**src/rtl/uart_tx_cfg.sv**
```systemverilog
// Configurable UART transmitter: DATA_W data bits, runtime parity/stop selection
// and an 8-entry baud table, with busy/tx_done handshake for frame pacing.
module uart_tx_cfg #(
  parameter int CLK_FREQ = 50_000_000,
  parameter int DATA_W   = 8
) (
  input  logic              clk,
  input  logic              rst_n,
  input  logic              send_en,
  input  logic [DATA_W-1:0] data_byte,
  input  logic [2:0]        baud_set,
  input  logic [1:0]        parity_mode,
  input  logic              stop2,
  output logic              uart_tx,
  output logic              busy,
  output logic              tx_done
);

  localparam int DIV0  = CLK_FREQ / 9600;
  localparam int CNT_W = $clog2(DIV0);
  localparam int IDX_W = (DATA_W > 1) ? $clog2(DATA_W) : 1;
  localparam logic [IDX_W-1:0] LAST_IDX = IDX_W'(DATA_W - 1);

  typedef enum logic [2:0] {IDLE, START, DATA, PARITY, STOP} state_t;

  // Bit period minus one, so the slowest rate still fits in CNT_W bits.
  function automatic logic [CNT_W-1:0] div_m1(input logic [2:0] sel);
    int baud;
    case (sel)
      3'd0:    baud = 9600;
      3'd1:    baud = 19200;
      3'd2:    baud = 38400;
      3'd3:    baud = 57600;
      3'd4:    baud = 115200;
      3'd5:    baud = 230400;
      3'd6:    baud = 460800;
      default: baud = 921600;
    endcase
    return CNT_W'(CLK_FREQ / baud - 1);
  endfunction

  state_t            state_q, state_d;
  logic [CNT_W-1:0]  cnt_q, cnt_d;
  logic [CNT_W-1:0]  div_q, div_d;
  logic [IDX_W-1:0]  idx_q, idx_d;
  logic [DATA_W-1:0] shift_q, shift_d;
  logic              par_en_q, par_en_d;
  logic              par_bit_q, par_bit_d;
  logic              stop2_q, stop2_d;
  logic              stop_idx_q, stop_idx_d;
  logic              uart_tx_q, uart_tx_d;
  logic              busy_q, busy_d;
  logic              tx_done_q, tx_done_d;
  logic              bit_end;

  assign bit_end = (cnt_q == div_q);

  // The line is registered from the current state, so it trails the FSM by one
  // clock: that lag is the accept-to-start-bit latency.
  always_comb begin
    state_d    = state_q;
    cnt_d      = cnt_q;
    div_d      = div_q;
    idx_d      = idx_q;
    shift_d    = shift_q;
    par_en_d   = par_en_q;
    par_bit_d  = par_bit_q;
    stop2_d    = stop2_q;
    stop_idx_d = stop_idx_q;
    busy_d     = busy_q;
    tx_done_d  = 1'b0;
    uart_tx_d  = 1'b1;
    if (state_q != IDLE) begin
      cnt_d = bit_end ? '0 : cnt_q + CNT_W'(1);
    end
    case (state_q)
      IDLE: begin
        if (send_en) begin
          state_d    = START;
          cnt_d      = '0;
          div_d      = div_m1(baud_set);
          idx_d      = '0;
          shift_d    = data_byte;
          par_en_d   = parity_mode[0] ^ parity_mode[1];
          par_bit_d  = parity_mode[0] ? ~^data_byte : ^data_byte;
          stop2_d    = stop2;
          stop_idx_d = 1'b0;
          busy_d     = 1'b1;
        end
      end
      START: begin
        uart_tx_d = 1'b0;
        if (bit_end) begin
          state_d = DATA;
          idx_d   = '0;
        end
      end
      DATA: begin
        uart_tx_d = shift_q[0];
        if (bit_end) begin
          shift_d = shift_q >> 1;
          if (idx_q == LAST_IDX) begin
            state_d    = par_en_q ? PARITY : STOP;
            stop_idx_d = 1'b0;
          end else begin
            idx_d = idx_q + IDX_W'(1);
          end
        end
      end
      PARITY: begin
        uart_tx_d = par_bit_q;
        if (bit_end) begin
          state_d    = STOP;
          stop_idx_d = 1'b0;
        end
      end
      STOP: begin
        if (bit_end) begin
          if (stop2_q && !stop_idx_q) begin
            stop_idx_d = 1'b1;
          end else begin
            state_d   = IDLE;
            busy_d    = 1'b0;
            tx_done_d = 1'b1;
          end
        end
      end
      default: state_d = IDLE;
    endcase
  end

  always_ff @(posedge clk or negedge rst_n) begin
    if (!rst_n) begin
      state_q    <= IDLE;
      cnt_q      <= '0;
      div_q      <= '0;
      idx_q      <= '0;
      shift_q    <= '0;
      par_en_q   <= 1'b0;
      par_bit_q  <= 1'b0;
      stop2_q    <= 1'b0;
      stop_idx_q <= 1'b0;
      uart_tx_q  <= 1'b1;
      busy_q     <= 1'b0;
      tx_done_q  <= 1'b0;
    end else begin
      state_q    <= state_d;
      cnt_q      <= cnt_d;
      div_q      <= div_d;
      idx_q      <= idx_d;
      shift_q    <= shift_d;
      par_en_q   <= par_en_d;
      par_bit_q  <= par_bit_d;
      stop2_q    <= stop2_d;
      stop_idx_q <= stop_idx_d;
      uart_tx_q  <= uart_tx_d;
      busy_q     <= busy_d;
      tx_done_q  <= tx_done_d;
    end
  end

  assign uart_tx = uart_tx_q;
  assign busy    = busy_q;
  assign tx_done = tx_done_q;

endmodule

```
**config.mk**
```make
export PLATFORM = sky130hd
export DESIGN_NAME = uart_tx_cfg
export DESIGN_NICKNAME = d
export VERILOG_FILES = /design/src/rtl/uart_tx_cfg.sv
export SDC_FILE = /design/constraint.sdc
export NUM_CORES = 1
export LEC_CHECK = 0
export ABC_AREA = 1
export BUFFER_PORTS_ARGS = -buffer_cell sky130_fd_sc_hd__buf_2
export CAP_MARGIN = 20
export CORE_UTILIZATION = 28
export CTS_CLUSTER_DIAMETER = 80
export DETAILED_ROUTE_END_ITERATION = 6
export PLACE_DENSITY = 0.42
export SETUP_SLACK_MARGIN = 0.3
export SLEW_MARGIN = 20
export SYNTH_ARGS = -nofsm -noshare
export SYNTH_HDL_FRONTEND = slang
export SYNTH_SLANG_ARGS = --single-unit
```
**constraint.sdc**
```tcl
create_clock -name clk -period 5.1 [get_ports clk]
set_clock_uncertainty 0.1 [all_clocks]
set_input_delay 1.02 -clock clk [delete_from_list [all_inputs] [get_ports clk]]
set_output_delay 1.02 -clock clk [all_outputs]
set_load 0.02 [all_outputs]
```
==> impl_metrics.env, run 1 <==
export IMPL_run_status="finished, violations left"
export IMPL_violations="DRC, setup timing"
export IMPL_ys_warn_count=0
export IMPL_critPathKind="primary input to flip-flop"
export IMPL_cp_common_cell="buf_4"
export IMPL_avgViaCountPerCell=4.831
export IMPL_maxSlewHeadroom=0.3466
export IMPL_synth_area_leaders="nand2_1 19%, ha_1 15%, inv_1 8.5%"
export IMPL_max_cap_viol_count=0
export IMPL_floorplan_initialDensity=0.2827
export IMPL_layout_cells_non_filler=4714
export IMPL_vias=22770
export IMPL_antennaDiodeCount=0
export IMPL_slowest_stage="ha_1"
export IMPL_ys_types=63
export IMPL_routabilityCongestion=0.9198
export IMPL_synth_area_leader_cell="nand2_1"
export IMPL_syn_mean_instance_area_um2=5.658
export IMPL_clk_pin_slew_ns=0.07
export IMPL_cts_sinks=47
export IMPL_crit_path_end_kind="flip-flop"
export IMPL_fp_dieH_um=240.4
export IMPL_path_buf_inv=58
export IMPL_seq_area_frac_synth=0.07401
export IMPL_wl_um=77810
export IMPL_area_delta_synth_final_pct=80.86
export IMPL_nets=4159
export IMPL_hold_buffers=0
export IMPL_yosysTopAreaCellShare=0.1862
export IMPL_cts_htree_levels=2
export IMPL_drive_gt1_frac=0.4540
export IMPL_overflow=0
export IMPL_crit_fanout=8
export IMPL_synth_edff_count=0
export IMPL_drt_first_pass_iters=7
export IMPL_worstPathArrival_ns=26.24
export IMPL_grt_pass1_vias=22340
export IMPL_worst_pin_slew_ns=0.9764
export IMPL_coreArea_um2=56280
export IMPL_final_setup_viol_count=11
export IMPL_fin_crit_sh=5.133
export IMPL_io_pins=20
export IMPL_core_rowCount=87
export IMPL_antenna_found_initial=0
export IMPL_wire_per_inst_um=16.51
export IMPL_drtIter0Drc=1266
export IMPL_die_area_um2=57780
export IMPL_whs_ns=0.3758
export IMPL_hold_viol=0
export IMPL_grt_max_degree=48
export IMPL_crit_path_start_kind="primary input"
export IMPL_grt_pass1_wl_um=119700
export IMPL_async_reset_ff_frac=1.000
export IMPL_syn_inst=2812
export IMPL_hp_class="flip-flop to flip-flop"
export IMPL_slew_viol_final=0
export IMPL_ys_ff_latch=47
export IMPL_cp_required_ns=5.16
export IMPL_fp_dieW_um=240.4
export IMPL_cts_made_buffers=5
export IMPL_max_clock_path_buffers=2
export IMPL_synth_ff_type="dfrtp_1"
export IMPL_clk_latency_ns=0.29
export IMPL_grt_use_total=0.2627
export IMPL_period_needed_ns=26.18
export IMPL_root_buffer="clkbuf_16"
export IMPL_crit_family="simple AND/OR/NAND/NOR gates"
export IMPL_hpwl_um=60850
export IMPL_drc=2
export IMPL_final_antenna_net_count=0
export IMPL_post_place_cells=4495
export IMPL_fmaxAchievable_ghz=0.03820
export IMPL_cpPeakStageDelay_ns=0.34
export IMPL_grt_setup_unrepaired="yes"
export IMPL_io_buffers=19
export IMPL_fin_tns_setup_ns=-227.74
export IMPL_syn_cell_area_um2=15910
export IMPL_cts_tree="built"
export IMPL_fin_ws_ns=-21.08
## cell type report
class	count	area (um^2)
Fill cell	5634	27500
Multi-Input combinational cell	2324	15840
Timing Repair Buffer	1180	9046
Inverter	397	1594
Sequential cell	47	1177
Tap cell	756	945.9
Clock buffer	6	138.9
Clock inverter	2	16.27
Timing Repair inverter	2	15.01
## per-stage QoR
step	cell area, um^2	worst slack [ns]	utilization
2_1_floorplan	16680	-21.90	-
3_3_place_gp	24490	-22.77	0.4352
3_5_place_dp	24490	-23.13	0.4352
4_1_cts	27110	-20.51	0.4818
5_1_grt	28770	-22.55	0.5113
6_report	28770	-21.08	0.5113
## cells by family (layout without fill, tap and decap cells)
group	after synthesis	in the layout	share of synthesized area
and+or+nand+nor	1532	1533	0.4294
DFF	47	47	0.07401
adders and majority gates	185	185	0.1455
other	1	7	0.0002357
xor gates and xnor gates	145	145	0.07983
AOI/OAI and AO/OA	453	454	0.1596
buffers and inverters	449	1587	0.1114
## registers in the layout, indices dropped and copies added (netlist names)
signal,flops
cnt_q,13
stop2_q,1
state_q,3
div_q,13
par_bit_q,1
stop_idx_q,1
idx_q,3
busy,1
tx_done,1
par_en_q,1
uart_tx,1
shift_q,8
## metal layers
metal,global-route usage,share of wire
met5,0,0
met1,0.3459,0.46
met2,0.4696,0.48
met4,0.05964,0.032
met3,0.009874,0.029
## repair_timing
item | CTS | global route
pin swaps | 211 | 168
resized for setup | 328 | 259
gates cloned | 5 | 1
buffers inserted | 147 | 58
endpoints found under the setup margin | 11 | 11
## cells in the mapped netlist, drive strengths merged (43+ instances only)
| cell | number |
|---|---|
| nor2 | 256 |
| inv | 388 |
| nand2 | 831 |
| nor3 | 43 |
| ha | 185 |
| dfrtp | 46 |
| o21ai | 211 |
| nand4 | 73 |
| xor2 | 94 |
| nand3 | 283 |
| a21oi | 143 |
| xnor2 | 51 |
## cells in the final DEF, fill, tap and decap left out, types with 10 or more instances in the layout
cell	instances
ha_4	69
nand4_1	71
inv_1	308
nand3_1	244
o21a_1	13
a31oi_1	13
ha_1	113
nand2_4	38
buf_6	40
nand2_1	667
a21oi_2	44
inv_4	10
nor2_1	196
o21ai_4	22
xnor2_1	44
buf_2	15
nand3_2	33
xor2_1	94
a21oi_4	10
o211ai_1	15
dfrtp_1	46
nor3_1	31
nor4_1	10
o21ai_1	26
o21ai_2	53
o21ai_0	110
inv_2	59
nor2_2	26
a21oi_1	90
buf_4	1118
nand2_2	120
nor2_4	34
nand3b_1	11
## worst register-to-register path, stage by stage, from the launching register on
cell	delay, ns
dfrtp_1	0.44
nor2_1	0.16
inv_1	0.09
nor2_1	0.74
inv_1	0.23
nor2_1	0.21
a21oi_1	0.06
nor4_1	0.56
inv_1	0.15
nand2_1	0.09
o21ai_0	0.08
## path summary, 6_finish.rpt
check,startpoint,end,slack (ns),cells after the start
worst max register to register,state_q[0]$_DFFE_PN0P_,idx_q[0]$_DFFE_PN0P_,2.07,10
max in group asynchronous,rst_n,cnt_q[4]$_DFF_PN0_,3.84,1
worst min-delay path,busy$_DFFE_PN0P_,busy$_DFFE_PN0P_,0.38,2
worst max-delay path,baud_set[2],div_q[12]$_DFFE_PN0P_,-21.08,209
worst min register to register,busy$_DFFE_PN0P_,busy$_DFFE_PN0P_,0.38,2
min in group asynchronous,rst_n,state_q[2]$_DFFE_PN0P_,0.64,1
Power of run 1 is not shown: default switching activity piles up to over one toggle a cycle in this logic, so the estimate is an artifact.
==> run 2: changes to the inputs <==
--- a/config.mk
+++ b/config.mk
@@ -6,13 +6,15 @@
 export NUM_CORES = 1
 export LEC_CHECK = 0
 export ABC_AREA = 1
+export ABC_CLOCK_PERIOD_IN_PS = 5100
 export BUFFER_PORTS_ARGS = -buffer_cell sky130_fd_sc_hd__buf_2
 export CAP_MARGIN = 20
 export CORE_UTILIZATION = 28
 export CTS_CLUSTER_DIAMETER = 80
 export DETAILED_ROUTE_END_ITERATION = 6
+export GPL_TIMING_DRIVEN = 0
 export PLACE_DENSITY = 0.42
-export SETUP_SLACK_MARGIN = 0.3
+export SETUP_SLACK_MARGIN = 0.4
 export SLEW_MARGIN = 20
 export SYNTH_ARGS = -nofsm -noshare
 export SYNTH_HDL_FRONTEND = slang
==> impl_metrics.env, run 2 (synthesis results as in run 1) <==
export IMPL_run_status="finished, violations left"
export IMPL_violations="setup timing"
export IMPL_crit_path_end_kind="flip-flop"
export IMPL_root_buffer="clkbuf_16"
export IMPL_core_rowCount=87
export IMPL_hpwl_um=53830
export IMPL_cts_htree_levels=2
export IMPL_crit_fanout=8
export IMPL_area_delta_synth_final_pct=50.55
export IMPL_io_buffers=18
export IMPL_cts_sinks=47
export IMPL_layout_cells_non_filler=3987
export IMPL_cp_common_cell="buf_4"
export IMPL_grt_pass1_wl_um=114300
export IMPL_multi_input_area_um2=16110
export IMPL_fin_ws_ns=-23.02
export IMPL_fillers=5910
export IMPL_most_common_layout_cells="673 x nand2_1, 350 x buf_4, 305 x inv_1"
export IMPL_max_cap_viol_count=0
export IMPL_fin_crit_sh=5.514
export IMPL_clk_latency_ns=0.29
export IMPL_floorplan_initialDensity=0.2827
export IMPL_io_pins=20
export IMPL_coreArea_um2=56280
export IMPL_grt_setup_unrepaired="yes"
export IMPL_vias=20550
export IMPL_final_antenna_net_count=0
export IMPL_wl_um=74590
export IMPL_antennaDiodeCount=0
export IMPL_hold_buffers=0
export IMPL_final_common_cell="nand2_1"
export IMPL_crit_path_start_kind="primary input"
export IMPL_fp_dieH_um=240.4
export IMPL_drive_gt1_frac=0.3299
export IMPL_worstPathArrival_ns=28.19
export IMPL_slew_viol_final=0
export IMPL_nets=3432
export IMPL_critPathKind="primary input to flip-flop"
export IMPL_antenna_found_initial=0
export IMPL_register_area_um2=1177
export IMPL_final_setup_viol_count=11
export IMPL_max_clock_path_buffers=2
export IMPL_post_place_cells=3594
export IMPL_grt_pass1_vias=20030
export IMPL_routabilityCongestion=0.8693
export IMPL_avgViaCountPerCell=5.155
export IMPL_grt_use_total=0.2538
export IMPL_maxSlewHeadroom=0.2471
export IMPL_drc=0
export IMPL_grt_max_degree=48
export IMPL_fmaxAchievable_ghz=0.03556
export IMPL_hold_viol=0
export IMPL_period_needed_ns=28.12
export IMPL_cts_tree="built"
export IMPL_clk_pin_slew_ns=0.07
export IMPL_fp_dieW_um=240.4
export IMPL_drt_first_pass_iters=5
export IMPL_slowest_stage="clkbuf_1"
export IMPL_cts_made_buffers=5
export IMPL_cp_required_ns=5.16
export IMPL_hp_class="flip-flop to flip-flop"
export IMPL_cpPeakStageDelay_ns=0.61
export IMPL_worst_pin_slew_ns=1.129
export IMPL_reg_top3="cnt_q (13), div_q (13), shift_q (8)"
export IMPL_wire_per_inst_um=18.71
export IMPL_die_area_um2=57780
export IMPL_overflow=0
export IMPL_drtIter0Drc=1355
[run 2: cell types whose count changed in the layout (fill, tap and decap cells not counted), moves of 9 or more]
cell / change
buf_4: -768
buf_6: -16
buf_8: +13
clkbuf_1: +13
ha_1: -11
nand3_4: +9
[run 2: worst paths after layout]
check	from	endpoint	slack [ns]	cells past startpoint
setup / recovery	baud_set[2]	div_q[12]$_DFFE_PN0P_	-23.02	205
hold / removal	busy$_DFFE_PN0P_	busy$_DFFE_PN0P_	0.37	2
setup reg to reg	cnt_q[9]$_DFF_PN0_	shift_q[6]$_DFFE_PN0P_	2.07	13
hold reg to reg	busy$_DFFE_PN0P_	busy$_DFFE_PN0P_	0.37	2
max in group asynchronous	rst_n	div_q[10]$_DFFE_PN0P_	3.84	1
min in group asynchronous	rst_n	stop_idx_q$_DFFE_PN0P_	0.64	1
[run 2: per-layer routing]
| metal | track usage | vias up | share of wire |
|---|---|---|---|
| met4 | 0.05385 | 0 | 0.022 |
| met1 | 0.3443 | 9795 | 0.47 |
| met5 | 0 | - | 0 |
| met2 | 0.4376 | 480 | 0.47 |
| li1 | - | 10170 | - |
| met3 | 0.01607 | 105 | 0.042 |
[run 2: repair_timing]
action / in CTS / in global routing
endpoints found under the setup margin: 11 / 11
setup buffers: 295 / 76
hold endpoints to repair: 0 / 0
resized for setup: 465 / 201
pin swaps: 260 / 193
gates cloned: 13 / 1
[run 2: per-stage QoR]
stage	utilization	cell area, um^2	setup WS [ns]	TNS [ns]	hold slack [ns]
final	0.4256	23950	-23.02	-247.77	0.3691
after global routing	0.4256	23950	-24.45	-262.69	0.3956
after CTS	0.3995	22490	-22.42	-241.33	0.3741
after detailed placement	0.3155	17760	-29.59	-317.72	0.3567
after global placement	0.3147	17710	-29.56	-317.33	0.3564
after floorplan	-	16680	-21.90	-234.20	0.3422
[run 2: critical path, delay by kind of cell]
family	cells	cell delay [ns]
adders and majority gates	16	4.30
buffers and inverters	62	7.98
AOI/OAI and AO/OA	42	6.40
and+or+nand+nor	83	7.83
xor gates and xnor gates	2	0.51
[run 2: area by class of cell]
class                      instances  area share
multi-input combinational       2325      0.6727
timing repair buffer             400      0.1355
inverter                         397     0.06901
sequential                        47     0.04916
tap                              756     0.03949
buffer                            52     0.02628
clock buffer                       6    0.005799
clock inverter                     2    0.001463
timing repair inverter             2   0.0006269
Power of run 2 is left out for the same reason.
